`src/rtl/des_expand_mix.sv`:
```
// DES round front end: expands the right half R to 48 bits, mixes in the round
// subkey, and buffers the result in a 2-entry FIFO ahead of the S-box stage.
module des_expand_mix (
  input  logic        clk,
  input  logic        n_rst,
  input  logic [31:0] r_in,
  input  logic [47:0] subkey,
  input  logic        in_valid,
  output logic        in_ready,
  input  logic        flush,
  output logic [47:0] sbox_in,
  output logic        out_valid,
  input  logic        out_ready
);

  logic [47:0] mem [2];
  logic [1:0]  count;
  logic        wr_ptr;
  logic        rd_ptr;
  logic        push;
  logic        pop;
  logic [47:0] mix;

  // E table: lane j takes DES bits 4j-4..4j+1, wrapping 0->32 and 33->1.
  // DES bit n of a w-bit word lives at vector index w-n.
  function automatic logic [47:0] e_expand(input logic [31:0] r);
    logic [47:0] e;
    int          n;
    int          pos;
    e = '0;
    for (int j = 1; j <= 8; j++) begin
      for (int k = 0; k < 6; k++) begin
        n = 4 * j - 4 + k;
        if (n == 0) n = 32;
        else if (n == 33) n = 1;
        pos = 6 * (j - 1) + k + 1;
        e[48 - pos] = r[32 - n];
      end
    end
    return e;
  endfunction

  assign mix       = e_expand(r_in) ^ subkey;
  assign in_ready  = (count != 2'd2);
  assign out_valid = (count != 2'd0);
  assign sbox_in   = out_valid ? mem[rd_ptr] : 48'h0;
  assign push      = in_valid && in_ready && !flush;
  assign pop       = out_valid && out_ready;

  always_ff @(posedge clk or negedge n_rst) begin
    if (!n_rst) begin
      count  <= 2'd0;
      wr_ptr <= 1'b0;
      rd_ptr <= 1'b0;
    end else if (flush) begin
      count  <= 2'd0;
      wr_ptr <= 1'b0;
      rd_ptr <= 1'b0;
    end else begin
      if (push) wr_ptr <= ~wr_ptr;
      if (pop)  rd_ptr <= ~rd_ptr;
      case ({push, pop})
        2'b10:   count <= count + 2'd1;
        2'b01:   count <= count - 2'd1;
        default: count <= count;
      endcase
    end
  end

  // Storage is left unreset; sbox_in masks it whenever the FIFO is empty.
  always_ff @(posedge clk) begin
    if (push) mem[wr_ptr] <= mix;
  end

endmodule

```
`config.mk`:
```
export PLATFORM = sky130hd
export DESIGN_NAME = des_expand_mix
export DESIGN_NICKNAME = d
export VERILOG_FILES = /design/src/rtl/des_expand_mix.sv
export SDC_FILE = /design/constraint.sdc
export NUM_CORES = 1
export LEC_CHECK = 0
export CORE_MARGIN = 2
export CORE_UTILIZATION = 50
export DETAILED_ROUTE_END_ITERATION = 8
export GPL_ROUTABILITY_DRIVEN = 0
export PLACE_DENSITY = 0.87
export REMOVE_ABC_BUFFERS = 1
export SETUP_SLACK_MARGIN = 0.15
export SLEW_MARGIN = 0
export SYNTH_ARGS = -nofsm -noshare
export SYNTH_HDL_FRONTEND = slang
export SYNTH_SLANG_ARGS = --single-unit
```
`constraint.sdc`:
```
create_clock -name clk -period 9 [get_ports clk]
set_input_delay 2.7 -clock clk [delete_from_list [all_inputs] [get_ports clk]]
set_output_delay 2.7 -clock clk [all_outputs]
set_load 0.02 [all_outputs]
```
==> impl_metrics.csv <==
group,metric,value,unit
power_and_ir_drop,switching_share,0.241,
grt,grt_usage,0.171,
power_and_ir_drop,power,0.00102,W
placed_design,dpl_cell_area,5720,sq um
yosys,synth_top_area_share,0.674,
sta,min_period,5.18,ns
route,wl_per_cell,14.9,um
route,drc_errors,0,
route,num_vias,2676,
power_and_ir_drop,powerDensity,172,nW/um^2
route,vias_per_cell,5.09,
worst_setup_path,slowest_stage,"nor2_4",
cts,clkSlewWorstSetupHoldPaths,0.10,ns
cts,cts_tree,"done",
yosys,yosysTopAreaCell,"edfxtp_1",
route,first_pass_iters,4,
power_and_ir_drop,p_leak,2.04,nW
yosys,synth_seq_cells,100,
run,drv_cap,0,
worst_setup_path,cp.arrival,2.48,ns
power_and_ir_drop,comb_power_share,0.182,
die,io_pins,135,
layout,layout-drive-gt1-share,0.0618,
placed_design,dp_hpwl,5410,um
route,ant_nets,0,
yosys,yosys.cell_count.top_type,"edfxtp_1",
yosys,yosysSeqAreaShare,0.697,
power_and_ir_drop,clkPwrFrac,0.282,
worst_setup_path,crit_type,"register to output port",
grt,grt_max_degree,50,
yosys,yosys-top-cells-area,"edfxtp_1 (67%), mux2i_1 (11%), xor2_1 (10%), nor2_1 (4.4%), dfrtp_1 (2.3%)",
die,die_x,96.5,um
yosys,synthFlopType,"edfxtp_1",
layout,finalInstanceArea,5930,sq um
sta,skew,0.0123,ns
grt,grt_overflow,0,
cts,cts_sinks,100,
grt,antenna_found_initial,0,
cts,cts_resized,0,
route,drtIter0Drc,110,
sta,slew_headroom,0.235,
power_and_ir_drop,pwr-share-seq,0.535,
grt,grt_pass1_vias,2621,
die,die_area,9310,sq um
die,fp.dieH,96.5,um
worst_setup_path,end_kind,"output port",
sta,rsz0062_at_grt,"no",
yosys,postSynthAreaPerCell,15.4,sq um
yosys,yosys_warnings,0,
sta,finalSetupViolCount,0,
cts,post-cts-setup-buffers,0,
sta,hold_viol_final,0,
worst_hold_path,hp-class,"register to register",
yosys,synthTopCellsByCount,"edfxtp_1 (96), nor2_1 (50), mux2i_1 (49), xor2_1 (49), buf_2 (5)",
yosys,syn_area,4280,sq um
yosys,synth_edf_count,96,
sta,maxSlewViolCount,0,
sta,tightest_slew,1.14,ns
yosys,syn_inst,278,
grt,grt_pass1_wl,12000,um
layout,synthToLayoutAreaGrowth,38.6,%
layout,antenna_cells,0,
die,core,8260,sq um
sta,post-route-period-util,0.576,
worst_setup_path,critPathLaunchType,"register",
layout,nNetsFinal,501,
yosys,synth_cell_types,22,
worst_setup_path,worstPathMaxFanout,49,
cts,ctsRootBufferMaster,"clkbuf_8",
cts,cts_htree_levels,3,
worst_setup_path,cpPeakStageDelay,0.92,ns
cts,clock_path_buffers,2,
power_and_ir_drop,vdd_drop_max,81.7,uV
die,start_util,0.518,
die,core.rowCount,33,
route,wirelength,7830,um
cts,worstSkewPairLatency,0.34,ns
sta,fmax,193,MHz
power_and_ir_drop,intPower,0.000773,W
outcome,outcome,"finished, final reports clean",
placed_design,port_buffers,134,
sta,tns,0,ns
worst_setup_path,crit_path_cell_trace,"nor2_4, nor2_1, clkdlybuf4s50_1",
cts,numCtsBuffers,9,
power_and_ir_drop,switchingPower,0.000245,W
yosys,synthArstFlopShare,0.0400,
layout,postLayoutCoreUtil,0.718,
cts,postCtsHoldBufs,0,
layout,nFillCells,584,
worst_setup_path,critical_path_required,6.30,ns
## final cells by class
| class | instances | area (sq um) | area share |
|---|---|---|---|
| repair buffers | 138 | 1370 | 0.231 |
| inverters | 3 | 11.3 | 0.00190 |
| multi-input cells | 164 | 1220 | 0.206 |
| clock buffers | 11 | 141 | 0.0239 |
| well taps | 105 | 131 | 0.0222 |
| flip-flops and latches | 100 | 2980 | 0.503 |
| clock inverters | 5 | 65.1 | 0.0110 |
## power groups by stage
stage               clock network [W]  registers, W   logic, W
floorplan                           0      0.000562  0.0000831
global placement                    0      0.000554   0.000182
detailed placement                  0      0.000556   0.000187
CTS                          0.000294      0.000545   0.000188
global route                 0.000311      0.000547   0.000200
finish                       0.000287      0.000545   0.000185
## metrics by stage
| step | hold slack (ns) | setup WS, ns | instances |
|---|---|---|---|
| after floorplan | 0.529 | 2.18 | 267 |
| after global placement | 0.564 | 4.17 | 510 |
| after detailed placement | 0.587 | 4.13 | 510 |
| after CTS | 0.604 | 3.75 | 526 |
| after global routing | 0.633 | 3.60 | 526 |
| final | 0.604 | 3.82 | 526 |
## registers in the layout, indices dropped and copies added (netlist names)
register and count:
wr_ptr 1, rd_ptr 1, mem 96, count 2
## logic make-up (layout without fill, tap and decap cells)
group	after synthesis	in the layout	share of synthesized area
flops	100	100	0.697
simple gates	58	58	0.0562
xor+xnor	49	49	0.100
mux	49	49	0.115
buf+inv	14	157	0.0208
compound gates	8	8	0.0105
## cell usage in the layout (no fill, tap or decap), types with 2 or more instances in the layout
| master | instances |
|---|---|
| mux2i_1 | 49 |
| clkbuf_8 | 10 |
| a21oi_1 | 4 |
| inv_6 | 4 |
| clkdlybuf4s50_1 | 134 |
| edfxtp_1 | 96 |
| dfrtp_1 | 3 |
| buf_4 | 4 |
| nor2_1 | 49 |
| inv_2 | 2 |
| xor2_1 | 49 |
## critical path, delay by kind of cell (launching register included)
family / cells / cell delay (ns)
flip-flops: 1 / 0.48
AND/OR/NAND/NOR: 2 / 1.07
buffers and inverters: 1 / 0.59
## per-layer routing
metal / vias to the layer above / GRT usage / wire length (um)
li1: 1270 / - / -
met1: 1306 / 0.204 / 3050
met2: 91 / 0.313 / 4230
met3: 9 / 0.0264 / 452
met4: 0 / 0.0622 / 99
met5: - / 0 / 0
## worst paths after layout
path	from	to	slack (ns)	cells after the start
min in group asynchronous	n_rst	rd_ptr	2.56	1
setup / recovery	count[0]	sbox_in[13]	3.82	3
hold / removal	wr_ptr	wr_ptr	0.60	2
max in group asynchronous	n_rst	rd_ptr	6.25	1
hold reg to reg	wr_ptr	wr_ptr	0.60	2
setup reg to reg	count[1]	mem[0][35]	7.07	5
No activity file was read; power rests on OpenSTA's default activity.
